### src/rtl/alu_nibble_sequencer.sv
// alu_nibble_sequencer: runs a WIDTH-bit ALU operation through one external
// 4-bit combinational slice, one nibble per cycle, LSB nibble first. The
// carry between nibbles is held in a register; logic mode kills the carry.
module alu_nibble_sequencer #(
    parameter int WIDTH = 16
) (
    input  logic             clk,
    input  logic             rst,
    // request channel
    input  logic             req_valid,
    output logic             req_ready,
    input  logic [WIDTH-1:0] req_a,
    input  logic [WIDTH-1:0] req_b,
    input  logic             req_cin,
    input  logic [3:0]       req_s,
    input  logic             req_m,
    // response channel
    output logic             rsp_valid,
    input  logic             rsp_ready,
    output logic [WIDTH-1:0] rsp_f,
    output logic             rsp_cout,
    output logic             rsp_zero,
    // 4-bit slice interface
    output logic [3:0]       alu_a,
    output logic [3:0]       alu_b,
    output logic             alu_cin,
    output logic [3:0]       alu_s,
    output logic             alu_m,
    input  logic [3:0]       alu_f,
    input  logic             alu_cout
);

    localparam int NIBBLES = WIDTH / 4;
    localparam int IDX_W   = (NIBBLES > 1) ? $clog2(NIBBLES) : 1;
    localparam logic [IDX_W-1:0] LAST_IDX = IDX_W'(NIBBLES - 1);

    typedef enum logic [1:0] {
        IDLE = 2'd0,
        RUN  = 2'd1,
        DONE = 2'd2
    } state_t;

    state_t           state_q, state_d;
    logic [IDX_W-1:0] idx_q, idx_d;
    logic [WIDTH-1:0] a_q, a_d;
    logic [WIDTH-1:0] b_q, b_d;
    logic [3:0]       s_q, s_d;
    logic             m_q, m_d;
    logic             carry_q, carry_d;
    logic [WIDTH-1:0] result_q, result_d;
    logic             zero_q, zero_d;

    // One-hot decode of the current nibble index.
    logic [NIBBLES-1:0] nib_hit;
    genvar gi;
    generate
        for (gi = 0; gi < NIBBLES; gi++) begin : g_nib_hit
            assign nib_hit[gi] = (idx_q == IDX_W'(gi));
        end
    endgenerate

    // Select the operand nibbles addressed by the current index.
    logic [3:0] a_nib, b_nib;
    always_comb begin
        a_nib = 4'h0;
        b_nib = 4'h0;
        for (int i = 0; i < NIBBLES; i++) begin
            if (nib_hit[i]) begin
                a_nib = a_q[4*i +: 4];
                b_nib = b_q[4*i +: 4];
            end
        end
    end

    // Next-state, datapath updates and handshake/slice outputs.
    always_comb begin
        state_d   = state_q;
        idx_d     = idx_q;
        a_d       = a_q;
        b_d       = b_q;
        s_d       = s_q;
        m_d       = m_q;
        carry_d   = carry_q;
        result_d  = result_q;
        zero_d    = zero_q;
        req_ready = 1'b0;
        rsp_valid = 1'b0;
        alu_a     = 4'h0;
        alu_b     = 4'h0;
        alu_cin   = 1'b0;
        alu_s     = 4'h0;
        alu_m     = 1'b0;

        case (state_q)
            IDLE: begin
                req_ready = 1'b1;
                if (req_valid) begin
                    a_d     = req_a;
                    b_d     = req_b;
                    s_d     = req_s;
                    m_d     = req_m;
                    carry_d = req_cin & ~req_m;
                    idx_d   = '0;
                    zero_d  = 1'b0;
                    state_d = RUN;
                end
            end
            RUN: begin
                alu_a   = a_nib;
                alu_b   = b_nib;
                alu_s   = s_q;
                alu_m   = m_q;
                alu_cin = carry_q & ~m_q;
                for (int i = 0; i < NIBBLES; i++) begin
                    if (nib_hit[i]) begin
                        result_d[4*i +: 4] = alu_f;
                    end
                end
                carry_d = alu_cout & ~m_q;
                if (idx_q == LAST_IDX) begin
                    idx_d   = '0;
                    zero_d  = (result_d == '0);
                    state_d = DONE;
                end else begin
                    idx_d = idx_q + 1'b1;
                end
            end
            DONE: begin
                rsp_valid = 1'b1;
                if (rsp_ready) begin
                    state_d = IDLE;
                end
            end
            default: begin
                state_d = IDLE;
            end
        endcase
    end

    // State and datapath registers, cleared immediately by reset.
    always_ff @(posedge clk or posedge rst) begin
        if (rst) begin
            state_q  <= IDLE;
            idx_q    <= '0;
            a_q      <= '0;
            b_q      <= '0;
            s_q      <= 4'h0;
            m_q      <= 1'b0;
            carry_q  <= 1'b0;
            result_q <= '0;
            zero_q   <= 1'b0;
        end else begin
            state_q  <= state_d;
            idx_q    <= idx_d;
            a_q      <= a_d;
            b_q      <= b_d;
            s_q      <= s_d;
            m_q      <= m_d;
            carry_q  <= carry_d;
            result_q <= result_d;
            zero_q   <= zero_d;
        end
    end

    // Response fields come straight from registers so they hold steady in DONE.
    assign rsp_f    = result_q;
    assign rsp_cout = carry_q;
    assign rsp_zero = zero_q;

endmodule

### config.mk
export PLATFORM = sky130hd
export DESIGN_NAME = alu_nibble_sequencer
export DESIGN_NICKNAME = d
export VERILOG_FILES = /design/src/rtl/alu_nibble_sequencer.sv
export SDC_FILE = /design/constraint.sdc
export NUM_CORES = 1
export LEC_CHECK = 0
export CAP_MARGIN = 20
export CORE_ASPECT_RATIO = 0.9
export CORE_MARGIN = 3
export CORE_UTILIZATION = 30
export DETAILED_ROUTE_END_ITERATION = 6
export PLACE_DENSITY_LB_ADDON = 0.12
export SYNTH_ARGS = -nofsm -noshare
export SYNTH_HDL_FRONTEND = slang
export SYNTH_SLANG_ARGS = --single-unit
### constraint.sdc
create_clock -name clk -period 3.2 [get_ports clk]
set_input_delay 0.96 -clock clk [delete_from_list [all_inputs] [get_ports clk]]
set_output_delay 0.96 -clock clk [all_outputs]
set_load 0.02 [all_outputs]
==> flow_summary.yaml <==
placed_design:
  dp_cells: 497
  portBuffers: 80
  gp_congestion: 0.800
  post_dp_cell_area_um2: 3740
  pre_cts_ws_ns: 0.128
  hpwlAfterDp_um: 5360
die:
  core-area_um2: 8850
  start_util: 0.317
  die-area_um2: 10500
  placementRows: 32
  dieWidth_um: 108
  dieHeight_um: 97.7
  ios: 81
synthesis:
  syn_nets: 357
  ys_warn_count: 0
  synth-seq-cells: 59
  synth_edf_count: 0
  ys.flop_type: "dfrtp_1"
  yosysUniqueCellTypes: 35
  async_flop_share: 1.00
  avgSynthCellArea_um2: 9.17
  synth-seq-area-share: 0.526
  netlist_area_um2: 2810
  netlist_instances: 306
clock_network:
  htree_levels: 3
  clock_latency_ns: 0.33
  cts_sinks: 59
  root_buffer: "clkbuf_8"
  cts_hold_buf: 0
  clock_path_buffers: 2
  cts_made_buffers: 9
  clkSlewWorstSetupHoldPaths_ns: 0.07
  cts_tree: "yes"
sta:
  finalSetupViolations: 0
  slew-limit-headroom: 0.577
  timing.setup.tns_ns: 0
  timing.final.max_slew_violations: 0
  rsz0062_at_grt: "no"
  hold_viol: 0
  max_freq_ghz: 0.327
  finClkSkew_ns: 0.00597
  setup_slack_ns: 0.141
  worst_pin_slew_ns: 0.633
  period_needed_ns: 3.06
  fin_crit_sh: 0.956
layout:
  area_growth_syn_to_layout_pct: 40.4
  stdcell_count: 513
  finalCoreUtilization: 0.445
  final_common_cell: "nand2_1"
  fin_area_um2: 3940
  mostFrequentLayoutCells: "125 x nand2_1, 72 x clkdlybuf4s50_1, 59 x dfrtp_1, 14 x a21oi_1, 12 x mux2_1"
  antenna_cells: 0
  fin_nets: 440
  drive_gt1_frac: 0.0914
route:
  num_vias: 2348
  dr.first_iter.drc_count: 91
  totalWireLength_um: 7550
  drc_errors: 0
  drt-wirelength-per-cell_um: 14.7
  drtAntennaViolNets: 0
  first_pass_iters: 4
  via_per_inst: 4.58
critical_path:
  path_class: "reg2out"
  cp_data_required_time_ns: 2.24
  end_kind: "output port"
  startpoint_type: "flop"
  cp_max_fo: 21
  worstPathArrival_ns: 2.10
  reg2regPathDepth: 6
outcome:
  status: "finished clean"
global_routing:
  grt_pass1_vias: 2424
  grt_max_degree: 60
  grt_pass1_wl_um: 12400
  overflow: 0
  grt.total_usage: 0.150
  antenna_found_initial: 0
min_path:
  whs_path_depth: 2
  hold_path_class: "reg2reg"
power_and_ir_drop:
  leakage_nw: 1.81
  ir_drop_mv: 0.399
  pwr_density_cell_nw_per_um2: 1010
job:
  maxCapViolations: 0
==> critical path, cell delays in order, from the launching register on <==
cell,delay (ns)
dfrtp_1,0.42
and2b_1,0.24
buf_4,0.31
and2_1,0.20
clkdlybuf4s50_1,0.61
==> final cells by class <==
class | count | area [µm²]
Clock inverter | 5 | 52.6
Multi-Input combinational cell | 224 | 1200
Fill cell | 889 | 4910
Inverter | 6 | 22.5
Sequential cell | 59 | 1480
Tap cell | 119 | 149
Clock buffer | 11 | 141
Timing Repair Buffer | 89 | 896
==> state kept, by name, indices dropped and copies added, names as in the netlist, 2 cells and up <==
signal   cells
a_q         16
b_q         16
rsp_f       16
s_q          4
idx_q        2
state_q      2
==> layer usage <==
layer / vias up / GRT usage / part of all wire
met3: 11 / 0.0529 / 0.054
met2: 61 / 0.227 / 0.46
li1: 1172 / - / -
met4: 0 / 0.0476 / 0.014
met5: - / 0 / 0
met1: 1104 / 0.203 / 0.47
==> kinds of logic after synthesis <==
group | synth area share
AOI/OAI and AO/OA | 0.0834
DFF | 0.526
and+or+nand+nor | 0.273
adders and majority gates | 0.0178
buffers and inverters | 0.0508
muxes | 0.0482
==> through the flow <==
| stage | power, mW | hold slack [ns] |
|---|---|---|
| after floorplan | 2.57 | 0.437 |
| after global routing | 4.27 | 0.497 |
| after global placement | 3.35 | 0.449 |
| after CTS | 4.03 | 0.471 |
| final | 3.97 | 0.467 |
| after detailed placement | 3.37 | 0.455 |
==> repair_timing <==
item	in CTS	in global routing
setup endpoints to repair	8	0
resized for setup	12	0
buffers inserted	0	0
==> synth_stat cells (2+ instances only) <==
cell type  count  share of area
a21oi_1       14          0.025
ha_1           4          0.018
nand3_1        9          0.016
nor3b_1        2         0.0054
mux2_1        12          0.048
o21ai_1       11          0.020
o31ai_1        5          0.013
nor2_1         5         0.0067
nor3_1         2         0.0036
dfrtp_1       59           0.53
a221oi_1       4          0.012
nand2b_1       3         0.0067
nor2b_1        5          0.011
nand2_1      125           0.17
and2_1         5          0.011
clkbuf_1       7         0.0094
buf_2          5         0.0089
inv_1          6         0.0080
buf_6          2         0.0080
nand3b_1       6          0.016
==> power by group <==
group	internal [mW]	switching [mW]
Clock	0.377	0.291
Sequential	1.11	0.250
Combinational	0.851	1.09
==> final timing paths <==
kind                                              from  slack, ns                    to
worst max-delay path            state_q[1]$_DFFE_PP0P_       0.14                 alu_m
worst min-delay path                s_q[3]$_DFFE_PP0P_       0.47    s_q[3]$_DFFE_PP0P_
worst max register to register    idx_q[0]$_DFFE_PP0P_       1.16  rsp_zero$_DFFE_PP0P_
worst min register to register      s_q[3]$_DFFE_PP0P_       0.47    s_q[3]$_DFFE_PP0P_
max in group asynchronous                          rst       1.92    a_q[8]$_DFFE_PP0P_
min in group asynchronous                          rst       0.99  rsp_f[0]$_DFFE_PP0P_
(Power assumes the default switching activity.)
==> RTL edit (same settings) <==
Change the parameter `WIDTH` from 16 to 32.
--- a/src/rtl/alu_nibble_sequencer.sv
+++ b/src/rtl/alu_nibble_sequencer.sv
@@ -4,3 +4,3 @@
 module alu_nibble_sequencer #(
-    parameter int WIDTH = 16
+    parameter int WIDTH = 32
 ) (
Interface: changed (resized req_a, req_b and rsp_f); port bits go from 81 to 129. The function was not compared with the original's and may differ.
==> RTL edit against the unedited design <==
Critical endpoint is now alu_b[0]; critical path depth is 4 higher; setup slack got worse by 42 ps; largest cell class unchanged; area after synthesis grew 87%; final area increased by 84%; total power grew 85%; clock skew barely moved; clock power is 60% higher; sequential cell count is 49 higher; highest routed layer unchanged; wire length is 99% higher.
==> RTL edit: results (changes against the unedited design) <==
==============================================================================
Run status                                                        finished, final reports clean
Clock-pin transition on the worst setup and hold timing paths            70 ps   about the same
Maximum vdd ir drop                                                   0.384 mV   -3.8%
Library cells used by synthesis                                             43   +23%
Critical path's slowest cell                                      sky130_fd_sc_hd__dfrtp_1
Number of cell instances on the worst register-to-register path              9   +3
Worst Hold Margin                                                       475 ps   +8.40 ps
Number of levels the H-tree was split into                                   3   unchanged
NumNets Final                                                              809   +84%
Clock latency at the later pin of the worst-skew pair                   350 ps   +20 ps
Critical path's largest stage delay                                     410 ps   -200 ps
Post-place setup slack                                                 -144 ps   -272 ps
Total instance count after detailed placement                              946   +90%
Fraction of the mapped netlist area in compound gates                    12.7%   +4.3 points
Worst Clk Skew                                                         5.74 ps   -0.230 ps
Arrival time at the worst endpoint                                     2140 ps   +40 ps
Final GP Congestion                                                      0.834   +4.2%
Cell Area, Placed                                                     6930 µm²   +85%
HPWL after detailed placement                                         11000 µm   +110%
Max FO, Critical Path                                                       22   +4.8%
Root cell of the clock tree                                       sky130_fd_sc_hd__clkbuf_16
First-pass DRT Iterations                                                    5   +1
Number of global-route vias before repair                                 4785   +97%
Pin count of the biggest net entering global routing                       109   +82%
Final worst-path cycle share                                             96.9%   +1.3 points
Routed vias/inst                                                          4.76   +4.0%
Proportion of total power due to net switching                           41.8%   +0.62 points
Fraction of layout cells with a size suffix above 1                      14.0%   +4.9 points
CP Capture Point                                                      alu_b[0]
Leakage power figure                                                   3.21 nW   +77%
Wirelength, routed                                                    15100 µm   +99%
Number of input and output port buffers inserted                           128   +60%
Source of the worst hold timing path                                   a_q[10]
Post-synthesis adder-cell area fraction                                  1.43%   -0.35 points
Seq/Total Area, Yosys                                                    51.6%   -1.0 points
Fill count                                                                1750   +97%
Global-route wire length before repair                                25300 µm   +100%
End point of the most critical hold path                               a_q[10]
Cells resized by post-CTS repair                                            32   +20
Global Route Usage Sum                                                   16.2%   +1.2 points
Net count of the mapped netlist                                            682   +91%
Number of buffers inserted to repair setup after CTS                         2   +2
Slew of the pin with the lowest slew margin                             694 ps   +60.2 ps
Reg2reg setup slack                                                     600 ps   -560 ps
Critical path launch point type                                           flop
Cells taking the most area after synthesis                        sky130_fd_sc_hd__dfrtp_1 (52%), sky130_fd_sc_hd__nand2_1 (16%), sky130_fd_sc_hd__mux2_2 (5.8%), sky130_fd_sc_hd__a21oi_1 (3.3%), sky130_fd_sc_hd__o21ai_0 (2.7%)
Leading cell types by count after synthesis                       sky130_fd_sc_hd__nand2_1 (225), sky130_fd_sc_hd__dfrtp_1 (108), sky130_fd_sc_hd__a21oi_1 (35)
TritonCTS Buffers                                                            9   unchanged
1st-iter DRT viols                                                         223   +150%
==============================================================================
## RTL edit: cell count changes after synthesis, moves of 12 or more
| cell | unedited run | this run |
|---|---|---|
| sky130_fd_sc_hd__a21oi_1 | 14 | 35 |
| sky130_fd_sc_hd__clkbuf_1 | 7 | 32 |
| sky130_fd_sc_hd__dfrtp_1 | 59 | 108 |
| sky130_fd_sc_hd__mux2_1 | 12 | 0 |
| sky130_fd_sc_hd__mux2_2 | 0 | 27 |
| sky130_fd_sc_hd__nand2_1 | 125 | 225 |
| sky130_fd_sc_hd__o21ai_0 | 0 | 28 |
## RTL edit: layout make-up
cell class	instances	area share (%)
sequential	108	37.4
clock buffer	12	3.69
multi-input combinational	434	33.1
tap	235	4.07
inverter	15	0.831
clock inverter	3	0.294
timing repair buffer	156	20.6
## RTL edit: kinds of logic after synthesis
kind of cell	count (synthesis)
fa+ha+maj	6
mux	30
buf+inv	55
compound gates	105
simple gates	293
flops	108
## RTL edit: metal layers
metal | vias to the layer above | GRT usage (%) | wire length, µm | share of wire [%]
li1 | 2254 | - | - | -
met1 | 2196 | 21.9 | 6920 | 46
met2 | 126 | 26.6 | 7190 | 48
met3 | 9 | 3.86 | 810 | 5.4
met4 | 0 | 3.74 | 131 | 0.87
met5 | - | 0 | 0 | 0
## RTL edit: power by group through the flow
stage	clock network [W]	registers, W	logic (W)
detailed placement	0	0.00254	0.00384
floorplan	0	0.00263	0.00210
global route	0.00117	0.00261	0.00417
finish	0.00107	0.00251	0.00377
global placement	0	0.00252	0.00379
CTS	0.00112	0.00252	0.00381
## RTL edit: metrics by stage
stage	util, %	power, W	setup TNS, ps
CTS	42.5	0.00744	0
global route	42.5	0.00794	-99.4
detailed placement	40.7	0.00638	-1040
global placement	40.7	0.00632	-396
finish	42.5	0.00734	0
floorplan	-	0.00473	0
